==> src/rtl/risc_v_pkg.sv <==
// Shared constants for the RV32I OP / OP-IMM encoder.
//   - Opcodes, funct3/funct7 values, and the alu_op codes used by the
//     control unit.
//   - Encoder FSM state type and the encoder result struct.
package risc_v_pkg;

    localparam logic [6:0] OPC_OP     = 7'b0110011;
    localparam logic [6:0] OPC_OP_IMM = 7'b0010011;

    // alu_op codes, identical to the control-unit decode output
    localparam logic [4:0] ALU_ADD  = 5'd0;
    localparam logic [4:0] ALU_SLL  = 5'd1;
    localparam logic [4:0] ALU_SLT  = 5'd2;
    localparam logic [4:0] ALU_SLTU = 5'd3;
    localparam logic [4:0] ALU_XOR  = 5'd4;
    localparam logic [4:0] ALU_SRL  = 5'd5;
    localparam logic [4:0] ALU_SRA  = 5'd6;
    localparam logic [4:0] ALU_AND  = 5'd7;
    localparam logic [4:0] ALU_OR   = 5'd8;
    localparam logic [4:0] ALU_SUB  = 5'd16;

    localparam logic [2:0] F3_ADD_SUB = 3'b000;
    localparam logic [2:0] F3_SLL     = 3'b001;
    localparam logic [2:0] F3_SLT     = 3'b010;
    localparam logic [2:0] F3_SLTU    = 3'b011;
    localparam logic [2:0] F3_XOR     = 3'b100;
    localparam logic [2:0] F3_SR      = 3'b101;
    localparam logic [2:0] F3_OR      = 3'b110;
    localparam logic [2:0] F3_AND     = 3'b111;

    localparam logic [6:0] F7_BASE = 7'b0000000;
    localparam logic [6:0] F7_ALT  = 7'b0100000;

    typedef enum logic [1:0] {
        ST_IDLE  = 2'd0,
        ST_RUN   = 2'd1,
        ST_DRAIN = 2'd2,
        ST_DONE  = 2'd3
    } state_e;

    typedef struct packed {
        logic        legal;
        logic [31:0] word;
    } enc_t;

endpackage

==> src/rtl/risc_v_instr_fifo.sv <==
// Synchronous show-ahead FIFO, DEPTH x W.
//   clk, rst      : clock, synchronous active-high reset
//   push, wdata   : write port (ignored when full)
//   pop           : read acknowledge (ignored when empty)
//   rdata         : current head; 0 when empty
//   full, empty   : occupancy flags
module risc_v_instr_fifo #(
    parameter int DEPTH = 4,
    parameter int W     = 32
) (
    input  logic         clk,
    input  logic         rst,
    input  logic         push,
    input  logic [W-1:0] wdata,
    input  logic         pop,
    output logic [W-1:0] rdata,
    output logic         full,
    output logic         empty
);

    localparam int AW = $clog2(DEPTH);

    logic [W-1:0]  mem_q [DEPTH];
    logic [W-1:0]  mem_d [DEPTH];
    logic [AW-1:0] wr_ptr_q, wr_ptr_d;
    logic [AW-1:0] rd_ptr_q, rd_ptr_d;
    logic [AW:0]   cnt_q, cnt_d;
    logic          push_ok, pop_ok;

    assign full    = (cnt_q == (AW+1)'(DEPTH));
    assign empty   = (cnt_q == '0);
    assign push_ok = push && !full;
    assign pop_ok  = pop && !empty;
    assign rdata   = empty ? '0 : mem_q[rd_ptr_q];

    // Pointers wrap naturally because DEPTH is a power of two.
    always_comb begin
        mem_d    = mem_q;
        wr_ptr_d = wr_ptr_q;
        rd_ptr_d = rd_ptr_q;
        if (push_ok) begin
            mem_d[wr_ptr_q] = wdata;
            wr_ptr_d        = wr_ptr_q + AW'(1);
        end
        if (pop_ok) begin
            rd_ptr_d = rd_ptr_q + AW'(1);
        end
        cnt_d = cnt_q + (AW+1)'(push_ok) - (AW+1)'(pop_ok);
    end

    always_ff @(posedge clk) begin
        if (rst) begin
            wr_ptr_q <= '0;
            rd_ptr_q <= '0;
            cnt_q    <= '0;
            for (int i = 0; i < DEPTH; i++) begin
                mem_q[i] <= '0;
            end
        end else begin
            wr_ptr_q <= wr_ptr_d;
            rd_ptr_q <= rd_ptr_d;
            cnt_q    <= cnt_d;
            mem_q    <= mem_d;
        end
    end

endmodule

==> src/rtl/risc_v_instr_encoder.sv <==
// Packs {alu_op, is_I_type, rd, rs1, rs2, imm} into RV32I OP / OP-IMM words,
// queues them and writes them to instruction memory at consecutive byte
// addresses.
//   clk, rst                : clock, synchronous active-high reset
//   start, flush, load_base : IDLE->RUN, RUN->DRAIN, load pointer (IDLE only)
//   base_addr               : byte address loaded by load_base
//   in_valid/in_ready       : request handshake, fields alu_op..imm
//   imem_valid/imem_ready   : write handshake, imem_addr / imem_wdata
//   busy, done              : state!=IDLE, one-cycle pulse in DONE
//   err_illegal             : sticky illegal-request flag, cleared by start
//   words_written           : completed imem writes since start (wraps)
// Handshakes: a transfer happens on a rising edge where valid && ready are
// both high; the sender holds its payload stable while valid && !ready.
module risc_v_instr_encoder
    import risc_v_pkg::*;
#(
    parameter int WORD_LENGTH = 32,
    parameter int ADDR_W      = 32,
    parameter int DEPTH       = 4,
    parameter int CNT_W       = 16
) (
    input  logic                   clk,
    input  logic                   rst,
    input  logic                   start,
    input  logic                   flush,
    input  logic                   load_base,
    input  logic [ADDR_W-1:0]      base_addr,
    input  logic                   in_valid,
    output logic                   in_ready,
    input  logic [4:0]             alu_op,
    input  logic                   is_I_type,
    input  logic [4:0]             rd,
    input  logic [4:0]             rs1,
    input  logic [4:0]             rs2,
    input  logic [11:0]            imm,
    output logic                   imem_valid,
    input  logic                   imem_ready,
    output logic [ADDR_W-1:0]      imem_addr,
    output logic [WORD_LENGTH-1:0] imem_wdata,
    output logic                   busy,
    output logic                   done,
    output logic                   err_illegal,
    output logic [CNT_W-1:0]       words_written
);

    function automatic enc_t encode(
        input logic [4:0]  op,
        input logic        is_i,
        input logic [4:0]  f_rd,
        input logic [4:0]  f_rs1,
        input logic [4:0]  f_rs2,
        input logic [11:0] f_imm
    );
        enc_t        res;
        logic [2:0]  f3;
        logic [6:0]  f7;
        logic        shift;
        logic [11:0] imm_eff;
        f3        = F3_ADD_SUB;
        f7        = F7_BASE;
        res.legal = 1'b1;
        shift     = 1'b0;
        case (op)
            ALU_ADD:  f3 = F3_ADD_SUB;
            ALU_SUB:  begin f7 = F7_ALT; res.legal = !is_i; end
            ALU_SLL:  begin f3 = F3_SLL; shift = 1'b1; end
            ALU_SLT:  f3 = F3_SLT;
            ALU_SLTU: f3 = F3_SLTU;
            ALU_XOR:  f3 = F3_XOR;
            ALU_SRL:  begin f3 = F3_SR; shift = 1'b1; end
            ALU_SRA:  begin f3 = F3_SR; f7 = F7_ALT; shift = 1'b1; end
            ALU_OR:   f3 = F3_OR;
            ALU_AND:  f3 = F3_AND;
            default:  res.legal = 1'b0;
        endcase
        // Immediate shifts carry funct7 in imm[11:5]; the caller's upper bits are discarded.
        imm_eff  = shift ? {f7, f_imm[4:0]} : f_imm;
        res.word = is_i ? {imm_eff, f_rs1, f3, f_rd, OPC_OP_IMM}
                        : {f7, f_rs2, f_rs1, f3, f_rd, OPC_OP};
        return res;
    endfunction

    state_e            state_q, state_d;
    logic [ADDR_W-1:0] addr_q, addr_d;
    logic              err_q, err_d;
    logic [CNT_W-1:0]  cnt_q, cnt_d;

    enc_t enc;
    logic accept, push, handshake;
    logic fifo_full, fifo_empty;

    assign enc       = encode(alu_op, is_I_type, rd, rs1, rs2, imm);
    assign in_ready  = (state_q == ST_RUN) && !fifo_full;
    assign accept    = in_valid && in_ready;
    // Illegal requests are consumed but never reach the FIFO.
    assign push      = accept && enc.legal;
    assign handshake = imem_valid && imem_ready;

    risc_v_instr_fifo #(
        .DEPTH (DEPTH),
        .W     (WORD_LENGTH)
    ) u_fifo (
        .clk   (clk),
        .rst   (rst),
        .push  (push),
        .wdata (enc.word),
        .pop   (handshake),
        .rdata (imem_wdata),
        .full  (fifo_full),
        .empty (fifo_empty)
    );

    assign imem_valid    = !fifo_empty;
    assign imem_addr     = addr_q;
    assign busy          = (state_q != ST_IDLE);
    assign done          = (state_q == ST_DONE);
    assign err_illegal   = err_q;
    assign words_written = cnt_q;

    always_comb begin
        state_d = state_q;
        addr_d  = addr_q;
        err_d   = err_q;
        cnt_d   = cnt_q;
        if (handshake) begin
            addr_d = addr_q + ADDR_W'(4);
            cnt_d  = cnt_q + CNT_W'(1);
        end
        if (accept && !enc.legal) begin
            err_d = 1'b1;
        end
        case (state_q)
            ST_IDLE: begin
                if (load_base) begin
                    addr_d = base_addr;
                end
                if (start) begin
                    state_d = ST_RUN;
                    err_d   = 1'b0;
                    cnt_d   = '0;
                end
            end
            ST_RUN: begin
                if (flush) begin
                    state_d = ST_DRAIN;
                end
            end
            ST_DRAIN: begin
                if (fifo_empty) begin
                    state_d = ST_DONE;
                end
            end
            ST_DONE: state_d = ST_IDLE;
            default: state_d = ST_IDLE;
        endcase
    end

    always_ff @(posedge clk) begin
        if (rst) begin
            state_q <= ST_IDLE;
            addr_q  <= '0;
            err_q   <= 1'b0;
            cnt_q   <= '0;
        end else begin
            state_q <= state_d;
            addr_q  <= addr_d;
            err_q   <= err_d;
            cnt_q   <= cnt_d;
        end
    end

endmodule

==> config.mk <==
export PLATFORM = sky130hd
export DESIGN_NAME = risc_v_instr_encoder
export DESIGN_NICKNAME = d
export VERILOG_FILES = /design/src/rtl/risc_v_pkg.sv /design/src/rtl/risc_v_instr_fifo.sv /design/src/rtl/risc_v_instr_encoder.sv
export SDC_FILE = /design/constraint.sdc
export NUM_CORES = 1
export LEC_CHECK = 0
export ABC_AREA = 1
export CAP_MARGIN = 40
export CELL_PAD_IN_SITES_DETAIL_PLACEMENT = 1
export CELL_PAD_IN_SITES_GLOBAL_PLACEMENT = 1
export CORE_MARGIN = 2
export CORE_UTILIZATION = 33
export CTS_CLUSTER_DIAMETER = 100
export DETAILED_ROUTE_END_ITERATION = 10
export MAX_ROUTING_LAYER = met4
export PLACE_DENSITY = 0.73
export SYNTH_ARGS = -nofsm -noshare
export SYNTH_HDL_FRONTEND = slang
export SYNTH_SLANG_ARGS = --single-unit
==> constraint.sdc <==
create_clock -name clk -period 2.36 [get_ports clk]
set_clock_uncertainty 0.2 [all_clocks]
set_input_delay 0.354 -clock clk [delete_from_list [all_inputs] [get_ports clk]]
set_output_delay 0.354 -clock clk [all_outputs]
set_load 0.02 [all_outputs]
**After elaboration in Yosys (flattened, before gate mapping)**

Index checks and enable logic that the tools add are counted.

- $add $sub $neg: 6
- Reduce and logical (&&, ||, !) cells: 21
- Bitwise logic cells: 2
- Equal/unequal tests: 16
- $lt $le $gt $ge: 3
- Shift-type cells: 0
- Multiply operators: 0
- Divide/modulo/power cells: 0
- Multiplexer cells: 26

Operators by type and width:

| kind | number |
|---|---|
| 2-to-1 mux 32 bit | 8 |
| bitwise mux 128 bit | 1 |
| binary-select mux 32 bit (select 2 bit) | 1 |
| demux 32 bit (select 2 bit) | 1 |
| 2-to-1 mux 16 bit | 3 |
| adder 32 x 3 -> 32 bit (second input constant) | 1 |
| case mux 3 bit (7 select lines) | 1 |
| == test 5 x 3 -> 1 bit (second input constant) | 4 |
| adder 16 x 1 -> 16 bit (second input constant) | 1 |
| 2-to-1 mux 12 bit | 1 |
| == test 5 x 2 -> 1 bit (second input constant) | 2 |
| OR reduction 9 bit | 1 |
| logical AND 1 bit | 8 |
| case mux 2 bit (4 select lines) | 1 |
| >= comparator 3 bit (second input constant) | 2 |
| 2-to-1 mux 2 bit | 3 |
| 2-to-1 mux 6 bit | 1 |
| NOT 2 -> 3 bit | 2 |
| == test 5 x 1 -> 1 bit (second input constant) | 1 |
| == test 5 x 4 -> 1 bit (second input constant) | 1 |
| == test 5 bit (second input constant) | 1 |
| logical NOT 5 bit | 1 |
| adder 2 x 1 -> 2 bit (second input constant) | 2 |
| == test 2 bit (second input constant) | 2 |
| other kinds (16) | 24 |

- Bits in read-only memories: 0
- Logic and storage cells: 85
- Register bits after elaboration: 186
- RAM bits: 0
- Memories kept: 0
- Latch bits: 0

**Longest topological paths before layout**

- Depth after elaboration: 8
- Gate-level depth with buffers: 13

**By module**

Synthesis repeated with hierarchy kept, for this count alone.

- Cells, all modules: 1769
- Area, all modules: 10971.8 µm²

By module, submodules not included:

| module | cells each | area each (µm²) | sequential area each (µm²) | times used |
|---|---|---|---|---|
| risc_v_instr_fifo | 1243 | 7683.6 | 2702.6 | 1 |
| risc_v_instr_encoder | 526 | 3288.2 | 1021.0 | 1 |

**Worst setup path after synthesis**

Ideal clock, no wire load.

- Path kind: reg2reg
- From: reg u_fifo.cnt_q[2]
- To: reg u_fifo.cnt_q[2]
- Cell stages (with the launch flop): 10
- Period minus slack after synthesis: 2352 ps
- Arrival: 2082 ps
- Slack: 8 ps
- Required time: 2089 ps
- Path buffers: 1
- Path through: dfxtp_1 inv_2 a21boi_4 buf_2 ha_1 inv_1 ha_1 fa_1 or2_2 a21oi_1

- Elaborated cells on any way between the ends: 12
- Classes of those cells: add/sub (2); eq/ne (1); reduce/logical (9)

RTL lines:

| element | RTL line | text |
|---|---|---|
| start, declared | risc_v_instr_fifo.sv:27 | `logic [AW:0] cnt_q, cnt_d;` |
| start signal, assigned | risc_v_instr_fifo.sv:62 | `cnt_q <= cnt_d;` |
| logical NOT 3 bit (*) | risc_v_instr_fifo.sv:31 | `assign empty = (cnt_q == '0);` |
| logical NOT 1 bit (*) | risc_v_instr_fifo.sv:33, risc_v_instr_encoder.sv:113 |  |
| logical AND 1 bit | risc_v_instr_encoder.sv:97 | `assign handshake = imem_valid && imem_ready;` |
| logical AND 1 bit (*) | risc_v_instr_fifo.sv:33 | `assign pop_ok = pop && !empty;` |
| via u_fifo.pop_ok | risc_v_instr_fifo.sv:28 | `logic push_ok, pop_ok;` |
| subtractor 3 x 1 -> 3 bit (*) | risc_v_instr_fifo.sv:48 | `cnt_d = cnt_q + (AW+1)'(push_ok) - (AW+1)'(pop_ok);` |

Mark *: on every way through the listed nets, which the timed path passes. The rest lies on a longest branch.
A chain may end at the register's enable or synchronous reset.

**Worst setup path in the final report**

- From: reg u_fifo.rd_ptr_q[0]
- To: out imem_wdata[10]

- Word-level cells in the longest chain between the ends: 5

RTL lines:

| element | RTL line | text |
|---|---|---|
| start, declared | risc_v_instr_fifo.sv:26 | `logic [AW-1:0] rd_ptr_q, rd_ptr_d;` |
| start signal, assigned | risc_v_instr_fifo.sv:61 | `rd_ptr_q <= rd_ptr_d;` |
| NOT 2 -> 3 bit (implied by the code) | risc_v_instr_fifo.sv:34 | `assign rdata = empty ? '0 : mem_q[rd_ptr_q];` |
| binary-select mux 32 bit (select 2 bit) | risc_v_instr_fifo.sv:34 |  |
| 2-to-1 mux 32 bit (implied by the code) (2 in a row) | risc_v_instr_fifo.sv:34 |  |
| 2-to-1 mux 32 bit | risc_v_instr_fifo.sv:34 |  |
| end, declared | risc_v_instr_encoder.sv:39 | `output logic [WORD_LENGTH-1:0] imem_wdata,` |

No other way between the ends. The select of a mux whose other input is x is not followed.

==> metrics <==
max-slew violation count=0; worst hold margin=around 0.26 ns; Critical Path AT=~1.8 ns; WL met2=14700 µm; die area=around 29000 µm²; multi-input logic area=roughly 4600 µm²; largest net degree at the start of global routing=81; asr flop ratio synth=0%; clk_lat worst skew=0.45 ns; Pleak=between 5 and 6 nW; Final GP Congestion=0.815; most frequent CP cell=a21oi_1; io pins=about 160; number of synthesized flops with an enable pin=0; Max Cap Viol=0; power density cells=853 nW/µm²; # rows=60; CTS buffer count=17; most frequent cells in the layout=307 x nor2_1, 301 x nand2_1, 202 x inv_1; Root Buffer=clkbuf_16; register area=between 3000 and 4000 µm²; routed vias=roughly 9500; share of cells above drive strength 1=between 10% and 20%; relative slew slack=67.7%; Mean Syn Cell Area=6.27 µm²; Fillers=3490; unrepaired setup endpoints after global routing=true; HPWL after DPL=approximately 21000 µm; Chip Width=roughly 170 µm; die height=about 170 µm; maximum vdd drop=about 0.35 mV; startpoint types=flip-flop; slowest stage delay, CP=0.41 ns; Top Family by Delay on Critical Path=compound AO/OA/AOI/OAI gates; CP bufs+invs=3; wire length of the first global-routing pass=between 40000 and 50000 µm; GRT overflow=0; Flop pwr share=roughly 34%; f_max=roughly 430 MHz; initial antenna violation count=0; Top Metal Used=met4; GR Util All Layers=between 20 and 25%; routed wl met3=976 µm; clock share of power=~28%; most common flop cell mapped by yosys=dfxtp_1; clock slew at reported path FFs=~0.07 ns; Final Hold Viols=0; distinct cell type count after synthesis=45; Sink Count=between 150 and 200; Routed wire per std cell=about 15 µm; router iterations before antenna repair=4; number of global-route vias before repair=9750; wl on met1=about 14000 µm; crit path time final=about 2.3 ns; Placed Instances=between 1500 and 2000; commonest non-fill, non-tap cell in the layout=nor2_1; Finish-stage setup viols=0; CP Capture Type=primary output; net switching power=between 0.004 and 0.005 W; P_int=slightly above 0.006 W; cts hold-fix bufs=0; number of routed nets with antenna violations=0; Starting Density=33.5%; Sw Ratio=about 40%; clk buf depth=2; Starting DRT DRC Count=~540; CTS tree=yes; # port buffers=about 150; worst min-delay path class=flip-flop to flip-flop; Core Area=26900 µm²; growth of design area from synthesis to finish=33.2%; status=completed; Worst-Margin Slew=0.472 ns; Design Power=just over 0.01 W; Mapped Area=around 9000 µm²; worst endpoint required time=approximately 1.8 ns; Via density=4.83; Yosys reg bits=between 150 and 200; Non-Filler Instances=1966; worst-path cell chain=inv_4, buf_12, a21oi_1, o21ai_0, a21oi_1, buf_4; post-route clock period utilization=97.9%; yosys warns=0; power share of the combinational group=between 30% and 40%; critical path fanouts, max=21; drt drc=0; Critical-path top delay cell=dfxtp_4; final net count=about 1700; Crit Path Class=flip-flop to primary output; Synth Instances=between 1000 and 1500; H-tree levels=4; register area share after synthesis=between 30% and 40%; final wirelength=between 30000 and 40000 µm
-- worst paths after layout --
path | from | end | slack, ns | cells past startpoint
worst max-delay path | u_fifo.rd_ptr_q[0] | imem_wdata[10] | 0.05 | 6
worst min register to register | u_fifo.mem_q[100] | u_fifo.mem_q[100] | 0.26 | 1
worst min-delay path | u_fifo.mem_q[100] | u_fifo.mem_q[100] | 0.26 | 1
worst max register to register | state_q[1] | u_fifo.cnt_q[2] | 0.14 | 12
-- kinds of logic after synthesis --
kind of cell,count (synthesis),share of synthesized area (%)
and+or+nand+nor,705,32.3
adders and majority gates,13,1.89
xor gates and xnor gates,10,0.972
muxes,5,0.555
buffers and inverters,285,12.8
DFF,166,36.9
other,1,0.0416
AOI/OAI and AO/OA,252,14.6
-- registers in the layout (all words and copies together), names as in the netlist --
signal           count
u_fifo.mem_q       108
u_fifo.wr_ptr_q      2
u_fifo.rd_ptr_q      2
imem_addr           32
u_fifo.cnt_q         3
err_illegal          1
words_written       16
state_q              2
-- final cells by class --
cell class              instances  share of cell area [%]
inverters                     217                    6.85
well taps                     341                    3.55
clock buffers                  17                    3.54
clock inverters                15                    1.51
diodes                          1                  0.0208
multi-input cells             988                    38.2
flip-flops and latches        166                    27.7
repair buffers                221                    18.6
-- routing by layer --
layer	vias up	global-route usage (%)
met1	4514	26.6
li1	4779	-
met4	0	6.43
met5	-	-
met3	44	3.24
met2	152	38.0
-- power groups by stage --
stage / Sequential, W / Combinational (W) / Clock, W
2_1_floorplan: 0.00361 / 0.00195 / 0
3_3_place_gp: 0.00347 / 0.00384 / 0
3_5_place_dp: 0.00348 / 0.00392 / 0
4_1_cts: 0.00342 / 0.00387 / 0.00296
5_1_grt: 0.00348 / 0.00429 / 0.00307
6_report: 0.00343 / 0.00392 / 0.00289
-- worst reg2reg max path, delay by kind of cell (launching register included) --
family,cells,cell delay (ns)
AO/OA/AOI/OAI,2,0.17
buffers and inverters,4,0.25
adder cells (fa/ha/maj),3,0.73
flip-flops,1,0.34
AND/OR/NAND/NOR,3,0.47
-- Yosys cell counts (5+ instances only) --
cell | count | area, µm²
inv_2 | 10 | 37.5
inv_1 | 203 | 762
a21oi_1 | 93 | 465
nand4_1 | 8 | 50.1
nor2_1 | 307 | 1150
nand2_4 | 5 | 56.3
nor3_1 | 14 | 70.1
xor2_1 | 7 | 61.3
nor2_4 | 6 | 67.6
nor2_2 | 5 | 31.3
clkbuf_1 | 36 | 135
buf_4 | 14 | 105
mux2i_1 | 5 | 50.1
nand2_1 | 303 | 1140
dfxtp_1 | 166 | 3320
nand3_1 | 40 | 200
o21ai_0 | 104 | 521
ha_1 | 12 | 150
buf_1 | 6 | 22.5
o21ai_1 | 43 | 215
buf_2 | 10 | 50.1
-- stage by stage --
stage	utilization, %	cell area, µm²	worst slack, ns	TNS [ns]
after floorplan	-	9020	0.00754	0
after global placement	42.4	11400	-0.307	-0.640
after detailed placement	42.4	11400	-0.356	-6.42
after CTS	44.5	12000	0.00128	0
after global routing	44.7	12000	-0.0172	-0.0511
final	44.7	12000	0.0493	0
-- timing repair --
item | 4_1_cts | 5_1_grt
gates resized for setup | 109 | 37
setup buffers | 0 | 2
pin swaps | 2 | 5
setup endpoints to repair | 31 | 23
cloned | 0 | 1
hold endpoints to repair | 0 | 0
(Power assumes the default switching activity.)
